**config.mk**
```make
export PLATFORM = sky130hd
export DESIGN_NAME = pipe_ctrl_flat
export DESIGN_NICKNAME = d
export VERILOG_FILES = /design/src/rtl/pipe_ctrl_if.sv /design/src/rtl/pipe_ctrl.sv /design/src/flat_wrapper.sv
export SDC_FILE = /design/constraint.sdc
export NUM_CORES = 1
export LEC_CHECK = 0
export ABC_AREA = 1
export CORE_ASPECT_RATIO = 0.9
export CORE_MARGIN = 2
export CORE_UTILIZATION = 41
export DETAILED_ROUTE_END_ITERATION = 8
export GPL_TIMING_DRIVEN = 0
export PLACE_DENSITY = 0.77
export SYNTH_ARGS = -nofsm -noshare
export SYNTH_HDL_FRONTEND = slang
export SYNTH_SLANG_ARGS = --single-unit
```
**constraint.sdc**
```tcl
create_clock -name clk -period 1.55 [get_ports clk]
set_input_delay 0.3875 -clock clk [delete_from_list [all_inputs] [get_ports clk]]
set_output_delay 0.3875 -clock clk [all_outputs]
set_load 0.01 [all_outputs]
```
**src/rtl/pipe_ctrl_if.sv**
```systemverilog
// Handshake bundle between the pipeline datapath and pipe_ctrl: hazard/branch/divide
// status in, per-stage hold/flush requests and debug status out.
interface pipe_ctrl_if #(
  parameter int CNT_W = 16
);
  logic             ex_valid;
  logic             ex_branch;
  logic             ex_jump_en;
  logic             ex_prd_taken;
  logic             ex_div_start;
  logic             div_done;
  logic             id_load_use;

  logic [4:0]       hold_en;
  logic [4:0]       flush;
  logic             prd_fail;
  logic             div_timeout;
  logic [CNT_W-1:0] mispredict_cnt;
  logic [1:0]       state;

  // Datapath side: reports hazards, consumes control requests.
  modport master (
    output ex_valid, ex_branch, ex_jump_en, ex_prd_taken,
           ex_div_start, div_done, id_load_use,
    input  hold_en, flush, prd_fail, div_timeout, mispredict_cnt, state
  );

  // Control side.
  modport slave (
    input  ex_valid, ex_branch, ex_jump_en, ex_prd_taken,
           ex_div_start, div_done, id_load_use,
    output hold_en, flush, prd_fail, div_timeout, mispredict_cnt, state
  );
endinterface

```
**src/rtl/pipe_ctrl.sv**
```systemverilog
// Pipeline control for the 5-stage core: mispredict redirect/kill, divide stall with
// watchdog, and load-use refetch. Stage bits: 0=PC, 1=IF/ID, 2=ID/EX, 3=EX/MEM, 4=MEM/WB.
module pipe_ctrl #(
  parameter int FLUSH_CYC   = 2,
  parameter int DIV_TIMEOUT = 34,
  parameter int CNT_W       = 16
) (
  input  logic        clk,
  input  logic        rstn,
  pipe_ctrl_if.slave  bus
);

  typedef enum logic [1:0] {
    RUN      = 2'd0,
    FLUSH    = 2'd1,
    DIV_WAIT = 2'd2,
    RSVD     = 2'd3
  } state_t;

  localparam int FW = (FLUSH_CYC > 1) ? $clog2(FLUSH_CYC + 1) : 1;
  localparam int DW = $clog2(DIV_TIMEOUT);

  localparam logic [FW-1:0] FLUSH_LOAD = FW'(FLUSH_CYC);
  localparam logic [DW-1:0] DIV_LAST   = DW'(DIV_TIMEOUT - 1);

  localparam logic [4:0] HOLD_PC   = 5'b00001;
  localparam logic [4:0] HOLD_DIV  = 5'b01110;
  localparam logic [4:0] FLUSH_FE  = 5'b00110;
  localparam logic [4:0] FLUSH_DIV = 5'b10000;

  state_t           state, state_nxt;
  logic [FW-1:0]    flush_cnt, flush_nxt;
  logic [DW-1:0]    wait_cnt, wait_nxt;
  logic [CNT_W-1:0] mis_cnt;
  logic             cnt_inc;

  logic [4:0]       hold_c, flush_c;
  logic             prd_fail_c, timeout_c;
  logic             mis;

  assign mis = bus.ex_valid & bus.ex_branch & (bus.ex_jump_en != bus.ex_prd_taken);

  // NOTE: state and counters use non-blocking assignments so every flop samples the
  // pre-edge values; blocking here would create order-dependent simulation behaviour.
  always_ff @(posedge clk or negedge rstn) begin
    if (!rstn) begin
      state     <= RUN;
      flush_cnt <= '0;
      wait_cnt  <= '0;
    end else begin
      state     <= state_nxt;
      flush_cnt <= flush_nxt;
      wait_cnt  <= wait_nxt;
    end
  end

  always_ff @(posedge clk or negedge rstn) begin
    if (!rstn) begin
      mis_cnt <= '0;
    end else if (cnt_inc && (mis_cnt != '1)) begin
      mis_cnt <= mis_cnt + CNT_W'(1);
    end
  end

  // NOTE: every variable written below gets a default first, so no path leaves one
  // unassigned and no latch is inferred.
  always_comb begin
    state_nxt  = state;
    flush_nxt  = flush_cnt;
    wait_nxt   = wait_cnt;
    cnt_inc    = 1'b0;
    hold_c     = '0;
    flush_c    = '0;
    prd_fail_c = 1'b0;
    timeout_c  = 1'b0;

    unique case (state)
      RUN: begin
        if (mis) begin
          // Mispredict wins over a simultaneous divide issue; the divide is dropped.
          prd_fail_c = 1'b1;
          hold_c     = HOLD_PC;
          flush_c    = FLUSH_FE;
          cnt_inc    = 1'b1;
          flush_nxt  = FLUSH_LOAD;
          state_nxt  = FLUSH;
        end else if (bus.ex_div_start) begin
          hold_c    = HOLD_DIV;
          flush_c   = FLUSH_DIV;
          wait_nxt  = '0;
          state_nxt = DIV_WAIT;
        end else if (bus.id_load_use) begin
          hold_c  = HOLD_PC;
          flush_c = FLUSH_FE;
        end
      end

      FLUSH: begin
        // Wrong-path instructions are in EX/ID here, so their status is ignored.
        flush_c = FLUSH_FE;
        if (flush_cnt <= FW'(1)) begin
          flush_nxt = '0;
          state_nxt = RUN;
        end else begin
          flush_nxt = flush_cnt - FW'(1);
        end
      end

      DIV_WAIT: begin
        if (bus.div_done) begin
          state_nxt = RUN;
        end else if (wait_cnt == DIV_LAST) begin
          timeout_c = 1'b1;
          state_nxt = RUN;
        end else begin
          hold_c   = HOLD_DIV;
          flush_c  = FLUSH_DIV;
          wait_nxt = wait_cnt + DW'(1);
        end
      end

      default: begin
        state_nxt = RUN;
      end
    endcase
  end

  // Combinational outputs are gated by reset so an asserted rstn silences them at once,
  // independent of whatever the datapath is presenting.
  assign bus.hold_en        = rstn ? hold_c : '0;
  assign bus.flush          = rstn ? flush_c : '0;
  assign bus.prd_fail       = rstn & prd_fail_c;
  assign bus.div_timeout    = rstn & timeout_c;
  assign bus.mispredict_cnt = mis_cnt;
  assign bus.state          = state;

endmodule

```
**src/flat_wrapper.sv**
```systemverilog
// flat-port wrapper written by rule: the top's interface ports become plain ports
module pipe_ctrl_flat 
#(
  parameter int FLUSH_CYC   = 2,
  parameter int DIV_TIMEOUT = 34,
  parameter int CNT_W       = 16
)
  (clk, rstn, bus_ex_valid, bus_ex_branch, bus_ex_jump_en, bus_ex_prd_taken, bus_ex_div_start, bus_div_done, bus_id_load_use, bus_hold_en, bus_flush, bus_prd_fail, bus_div_timeout, bus_mispredict_cnt, bus_state);
  pipe_ctrl_if #(.CNT_W(CNT_W)) bus_i ();
  input  logic clk;
  input  logic rstn;
  input wire logic [$bits(bus_i.ex_valid)-1:0] bus_ex_valid;
  input wire logic [$bits(bus_i.ex_branch)-1:0] bus_ex_branch;
  input wire logic [$bits(bus_i.ex_jump_en)-1:0] bus_ex_jump_en;
  input wire logic [$bits(bus_i.ex_prd_taken)-1:0] bus_ex_prd_taken;
  input wire logic [$bits(bus_i.ex_div_start)-1:0] bus_ex_div_start;
  input wire logic [$bits(bus_i.div_done)-1:0] bus_div_done;
  input wire logic [$bits(bus_i.id_load_use)-1:0] bus_id_load_use;
  output wire logic [$bits(bus_i.hold_en)-1:0] bus_hold_en;
  output wire logic [$bits(bus_i.flush)-1:0] bus_flush;
  output wire logic [$bits(bus_i.prd_fail)-1:0] bus_prd_fail;
  output wire logic [$bits(bus_i.div_timeout)-1:0] bus_div_timeout;
  output wire logic [$bits(bus_i.mispredict_cnt)-1:0] bus_mispredict_cnt;
  output wire logic [$bits(bus_i.state)-1:0] bus_state;
  assign bus_i.ex_valid = bus_ex_valid;
  assign bus_i.ex_branch = bus_ex_branch;
  assign bus_i.ex_jump_en = bus_ex_jump_en;
  assign bus_i.ex_prd_taken = bus_ex_prd_taken;
  assign bus_i.ex_div_start = bus_ex_div_start;
  assign bus_i.div_done = bus_div_done;
  assign bus_i.id_load_use = bus_id_load_use;
  assign bus_hold_en = bus_i.hold_en;
  assign bus_flush = bus_i.flush;
  assign bus_prd_fail = bus_i.prd_fail;
  assign bus_div_timeout = bus_i.div_timeout;
  assign bus_mispredict_cnt = bus_i.mispredict_cnt;
  assign bus_state = bus_i.state;
  pipe_ctrl #(.FLUSH_CYC(FLUSH_CYC), .DIV_TIMEOUT(DIV_TIMEOUT), .CNT_W(CNT_W)) u_core (.clk(clk), .rstn(rstn), .bus(bus_i));
endmodule
```
==> run metrics, run 1 <==
top_reg_cell synth=dfrtp_1; Cell Area, Synth=between 1500 and 2000 um2; synthesized flop and latch total=26; post-synthesis cell count=250; DP HPWL=around 3000 um; Total Power Consumption=roughly 2.7 mW; Starting Density=0.428; Slew Viols, Final=0; chip height=65.9 um; clk_lat worst skew=0.27 ns; crit path kind=reg -> out; CP required=1.16 ns; Final Hold Fails=0; drt first pass iters=4; Clock Pin Slew Worst Setup and Hold Paths=0.09 ns; commonest non-fill, non-tap cell in the layout=nand2_1; Die ar.=4800 um2; arrival time of the worst setup path=approximately 1.5 ns; Reg-to-Reg End=u_core.bus.mispredict_cnt[10]; die width=72.8 um; crit path time final=1.90 ns; outcome=finished with violations; Routed WL=roughly 4600 um; CTS Buffer Depth=2; leak pwr=approximately 1.3 nW; share of layout cells above drive strength 1=0.312; cts bufs inserted=3; DRC=0; vias in the first global route=roughly 1600; CTS sink cnt=26; core area=4070 um2; GPL Wtd Cong=approximately 0.93; post-synthesis sequential area ratio=0.373; post-synthesis async set-or-reset flop share=1.00; final setup margin=-0.351 ns; largest net degree at the start of global routing=27; Core Rows=22; first-pass GRT wire length=about 7400 um; NumNets Final=~340; I/O Pins=39; f_max=between 500 and 600 MHz; Placed Instances=around 340; GRT Total Usage=0.194; final worst path period share=1.23; register area=about 660 um2; Post-synth EDFFs=0; CP Capture Type=output port; initial antenna violation count=0; VDD IR-drop max=between 600 and 700 uV; Final Skew=0.00811 ns; Netlist cell types=27; Final setup viols=9; Yosys warning total=0; Via density=between 4 and 5; CTS tree=yes; most frequent cells in the layout=nand2_1, buf_4, nor2_1, inv_1, dlygate4sd2_1; critical path launch point type=register; critical path peak fanout=4; vias=~1800; htree depth=1; Max-Cap Viols=0; PD cells=~1100 nW/um2; failing checks=setup timing; Hold WS=0.0269 ns; fill cell total of the finished layout=roughly 330; area delta synth->final=49.0%; root buf cell=clkbuf_8; path depth of the worst reg2reg path=9; worst flop-to-flop path startpoint=u_core.bus.state[0]; Finished Cell Area=~2600 um2; R2R Setup Slk=about 0.050 ns; WL/cell=approximately 12 um; Routed Antenna Nets=0; Iteration-0 DRC Markers=roughly 120; number of I/O port buffers=35; remaining global-route overflow=0; worst hold-check path type=in -> async; placed cell area=~2200 um2; Ant. Diodes=0; Avg Inst Size Synth=6.98 um2; RSZ-0062 raised after global routing=true; multi-input logic area=a little over 1000 um2; Finished Layout Cells=372
==> routing by layer <==
metal	track usage	routed length (um)
met1	0.260	2120
met2	0.318	2120
met3	0.0320	235
met4	0.0625	110
met5	0	0
==> layout make-up <==
type | instances | share of cell area
buffer | 9 | 0.0346
clock buffer | 3 | 0.0159
clock inverter | 1 | 0.0115
inverter | 29 | 0.0428
multi-input combinational | 187 | 0.391
sequential | 26 | 0.253
tap | 48 | 0.0231
timing repair buffer | 69 | 0.228
==> power breakdown <==
group          leakage (nW)  switching (mW)  internal [mW]  total [mW]
clock network        0.0357           0.214          0.346       0.560
logic                 0.965           0.620          0.622        1.24
registers             0.342           0.124          0.817       0.941
total                  1.34           0.958           1.78        2.74
==> registers in the layout, summed over array words and instances, names as in the netlist <==
signal and flops:
u_core.bus.mispredict_cnt 16, u_core.wait_cnt 6, u_core.bus.state 2, u_core.flush_cnt 2
==> cell families after synthesis <==
family | after synthesis | synth area share
simple gates | 160 | 0.414
buf+inv | 39 | 0.113
flops | 26 | 0.373
compound gates | 14 | 0.0423
xor+xnor | 7 | 0.0351
fa+ha+maj | 3 | 0.0215
other cells | 1 | 0.00215
==> worst max-delay path by stage <==
stage	start	endpoint	slack, ns	cells after the start
after floorplan	u_core.bus.state[0]	bus_hold_en[2]	-0.02	7
after global placement	rstn	bus_flush[2]	-1.86	7
after detailed placement	rstn	bus_flush[2]	-1.88	7
after CTS	u_core.bus.state[0]	bus_hold_en[2]	-0.40	8
after global routing	u_core.bus.state[0]	bus_flush[2]	-0.41	9
final	u_core.bus.state[0]	bus_hold_en[2]	-0.35	6
==> stage by stage <==
stage,util,setup WS (ns),TNS [ns]
2_1_floorplan,-,-0.0229,-0.0559
3_3_place_gp,0.543,-1.86,-27.78
3_5_place_dp,0.543,-1.88,-28.60
4_1_cts,0.614,-0.404,-2.56
5_1_grt,0.638,-0.410,-3.32
6_report,0.638,-0.351,-2.45
==> timing repair <==
item | in CTS | in global routing
pin swaps | 13 | 6
endpoints found under the setup margin | 42 | 21
gates cloned | 0 | 1
hold buffers | 1 | 0
endpoints found under the hold margin | 26 | 0
setup buffers | 26 | 6
resized for setup | 90 | 17
==> critical path, stage by stage, from the launching register on <==
cell,delay [ns]
dfrtp_2,0.46
nor2_4,0.14
buf_6,0.12
nand3_4,0.09
a21oi_4,0.22
buf_6,0.12
buf_6,0.09
==> synth_stat cells (3+ instances only) <==
library cell / count / area share
a21oi_1: 3 / 0.0086
buf_4: 7 / 0.030
buf_6: 3 / 0.019
dfrtp_1: 26 / 0.37
ha_1: 3 / 0.022
inv_1: 27 / 0.058
nand2_1: 90 / 0.19
nand2_2: 3 / 0.011
nand3_1: 18 / 0.052
nand4_1: 6 / 0.022
nor2_1: 28 / 0.060
nor2_2: 4 / 0.014
o21ai_0: 10 / 0.029
xnor2_1: 6 / 0.030
Power figures use the tool's default switching activity.
==> inputs of run 2 (changes only) <==
--- a/config.mk
+++ b/config.mk
@@ -5,13 +5,12 @@
 export SDC_FILE = /design/constraint.sdc
 export NUM_CORES = 1
 export LEC_CHECK = 0
-export ABC_AREA = 1
 export CORE_ASPECT_RATIO = 0.9
 export CORE_MARGIN = 2
-export CORE_UTILIZATION = 41
+export CORE_UTILIZATION = 43
 export DETAILED_ROUTE_END_ITERATION = 8
 export GPL_TIMING_DRIVEN = 0
-export PLACE_DENSITY = 0.77
+export PLACE_DENSITY = 0.75
 export SYNTH_ARGS = -nofsm -noshare
 export SYNTH_HDL_FRONTEND = slang
 export SYNTH_SLANG_ARGS = --single-unit
==> run metrics, run 2 <==
htree depth=1 (unchanged); CTS sink cnt=26 (unchanged); post-synthesis async set-or-reset flop share=1.00 (unchanged); critical path peak fanout=3 (was 4); Clock Pin Slew Worst Setup and Hold Paths=0.10 ns (was 0.09 ns); crit-path most repeated cell=buf_6 (unchanged); Routed Antenna Nets=0 (unchanged); Die ar.=3950 um2 (was 4800 um2); Final Skew=0.00975 ns (was 0.00811 ns); Finished Cell Area=2820 um2 (was 2600 um2); number of I/O port buffers=35 (unchanged); Synth top cells by count=dfrtp_1, nand2_1, inv_1, xor2_1, nand3_1 (was nand2_1, nor2_1, inv_1); Via density=5.79 (was 4.94); largest net degree at the start of global routing=33 (was 27); Avg Inst Size Synth=9.98 um2 (was 6.98 um2); cell taking the most area after synthesis=dfrtp_1 (unchanged); drt first pass iters=4 (unchanged); worst flop-to-flop path startpoint=u_core.bus.mispredict_cnt[6] (was u_core.bus.state[0]); core area=3350 um2 (was 4070 um2); crit-path max cell delay=0.45 ns (was 0.46 ns); first-pass GRT wire length=8140 um (was 7400 um); placed cell area=1970 um2 (was 2210 um2); CP required=1.16 ns (about the same); Iteration-0 DRC Markers=227 (was 115); vias in the first global route=1630 (was 1649); Synth top area share=0.437 (was 0.373); Worst path slowest cell=dfrtp_1 (was dfrtp_2); cts bufs inserted=3 (unchanged); Starting Density=0.444 (was 0.428); top_reg_cell synth=dfrtp_1 (unchanged); share of layout cells above drive strength 1=0.574 (was 0.312); commonest non-fill, non-tap cell in the layout=buf_4 (was nand2_1); Yosys warning total=0 (unchanged); post-synthesis sequential area ratio=0.437 (was 0.373); crit path kind=reg -> out (unchanged); initial antenna violation count=0 (unchanged); DRC=0 (unchanged); root buf cell=clkbuf_8 (unchanged); Netlist cell types=42 (was 27); synthesized flop and latch total=26 (unchanged); Ant. Diodes=0 (unchanged); Critical Path, Cell by Cell=nor3_4 -> a311o_1 -> a21oi_4 -> and3_4 -> buf_6 -> buf_6 (was nor2_4 -> buf_6 -> nand3_4 -> a21oi_4 -> buf_6 -> buf_6); post-synthesis cell count=149 (was 250); Cell Area, Synth=1490 um2 (was 1750 um2); clk_lat worst skew=0.28 ns (was 0.27 ns); Core Rows=20 (was 22); Final Hold Fails=0 (unchanged); worst hold-check path type=in -> async (unchanged); GPL Wtd Cong=0.751 (was 0.933); RSZ-0062 raised after global routing=true (unchanged); PD cells=1210 nW/um2 (was 1050 nW/um2); most frequent cells in the layout=buf_4, buf_6, dfrtp_1, dlygate4sd2_1 (was nand2_1, buf_4, nor2_1, inv_1, dlygate4sd2_1); top cells by area, synth=dfrtp_1, xor2_1, xnor2_1 (was dfrtp_1, nand2_1, nor2_1); NumNets Final=271 (was 337); CP Capture Type=output port (unchanged); WL/cell=21.0 um (was 12.3 um); critical path launch point type=register (unchanged); CTS tree=yes (unchanged); failing checks=setup timing (unchanged); Max-Cap Viols=0 (unchanged); top-count cell post-synth=dfrtp_1 (was nand2_1); CTS Buffer Depth=2 (unchanged); Total Power Consumption=3.43 mW (was 2.74 mW); crit path time final=2.15 ns (was 1.90 ns); area delta synth->final=89.7% (was 49.0%); die width=66 um (was 72.8 um); leak pwr=1.41 nW (was 1.34 nW); f_max=465 MHz (was 526 MHz); max FFs per register=16 (unchanged); outcome=finished with violations (unchanged); Routed WL=6330 um (was 4580 um); Post-CTS Hold Buffers=0 (was 1); final worst path period share=1.39 (was 1.23); Setup TNS=-6.00 ns (was -2.45 ns); chip height=59.8 um (was 65.9 um); GRT Total Usage=0.277 (was 0.194); vias=1748 (was 1837); arrival time of the worst setup path=1.77 ns (was 1.51 ns); Post-synth EDFFs=0 (unchanged); DP HPWL=2500 um (was 2980 um); VDD IR-drop max=939 uV (was 663 uV); final setup margin=-0.603 ns (was -0.351 ns); Final setup viols=28 (was 9); I/O Pins=39 (unchanged); CP startpoint=u_core.wait_cnt[4] (was u_core.bus.state[0]); Slew Viols, Final=0 (unchanged); Finished Core Util=0.842 (was 0.638); remaining global-route overflow=0 (unchanged)
-- run 2: logic make-up (layout without fill, tap and decap cells) --
kind of cell             after synthesis  in the layout  share of synthesized area
AND/OR/NAND/NOR                       62             62                      0.266
flip-flops                            26             26                      0.437
AO/OA/AOI/OAI                         23             23                      0.103
buffers and inverters                 16            123                     0.0563
XOR/XNOR                              15             15                     0.0883
adder cells (fa/ha/maj)                3              3                     0.0252
multiplexers                           3              3                     0.0219
other                                  1              3                    0.00252
-- run 2: worst paths after layout --
kind | endpoint | slack [ns] | cells after the start
worst min register to register | u_core.bus.mispredict_cnt[8] | 0.50 | 1
worst max-delay path | bus_hold_en[2] | -0.60 | 6
max in group asynchronous | u_core.bus.mispredict_cnt[9] | 1.22 | 1
worst max register to register | u_core.bus.mispredict_cnt[5] | -0.23 | 5
worst min-delay path | u_core.bus.mispredict_cnt[5] | 0.02 | 1
min in group clk | u_core.bus.mispredict_cnt[8] | 0.50 | 1
-- run 2: power breakdown --
| part | internal [mW] | leakage, nW | switching, mW |
|---|---|---|---|
| combinational | 1.04 | 1.05 | 0.913 |
| sequential | 0.838 | 0.333 | 0.176 |
| clock | 0.228 | 0.0288 | 0.235 |
| total | 2.10 | 1.41 | 1.32 |
-- run 2: routing by layer --
metal  routed length (um)  global-route usage  share of wire
met5                    0                   0              0
met4                  308               0.122          0.049
met3                  454              0.0433          0.072
met2                 3150               0.491           0.50
met1                 2410               0.335           0.38
-- run 2: area by class of cell --
cell class              instances  area (um2)
multi-input cells             109        1090
repair buffers                103         857
flip-flops and latches         26         662
fillers                       171         531
plain buffers                   7        63.8
clock buffers                   4        55.1
well taps                      44        55.1
inverters                       9        37.5
-- run 2: through the flow --
step	worst slack, ns	hold slack [ns]	instances
detailed placement	-1.69	0.490	230
global route	-0.647	0.0439	302
floorplan	-0.273	0.0919	151
finish	-0.603	0.0187	302
CTS	-0.576	0.0411	274
global placement	-1.63	0.486	230
-- run 2: what timing repair did --
item | in CTS | in global routing
pin swaps | 27 | 25
gates resized for setup | 116 | 45
setup endpoints to repair | 75 | 35
buffers inserted | 39 | 30
cloned | 1 | 0
-- run 2: critical path: cells and delay by family, from the launching register on --
family          cells  cell delay [ns]
simple gates        2             0.30
buf+inv             2             0.17
compound gates      2             0.57
flops               1             0.45
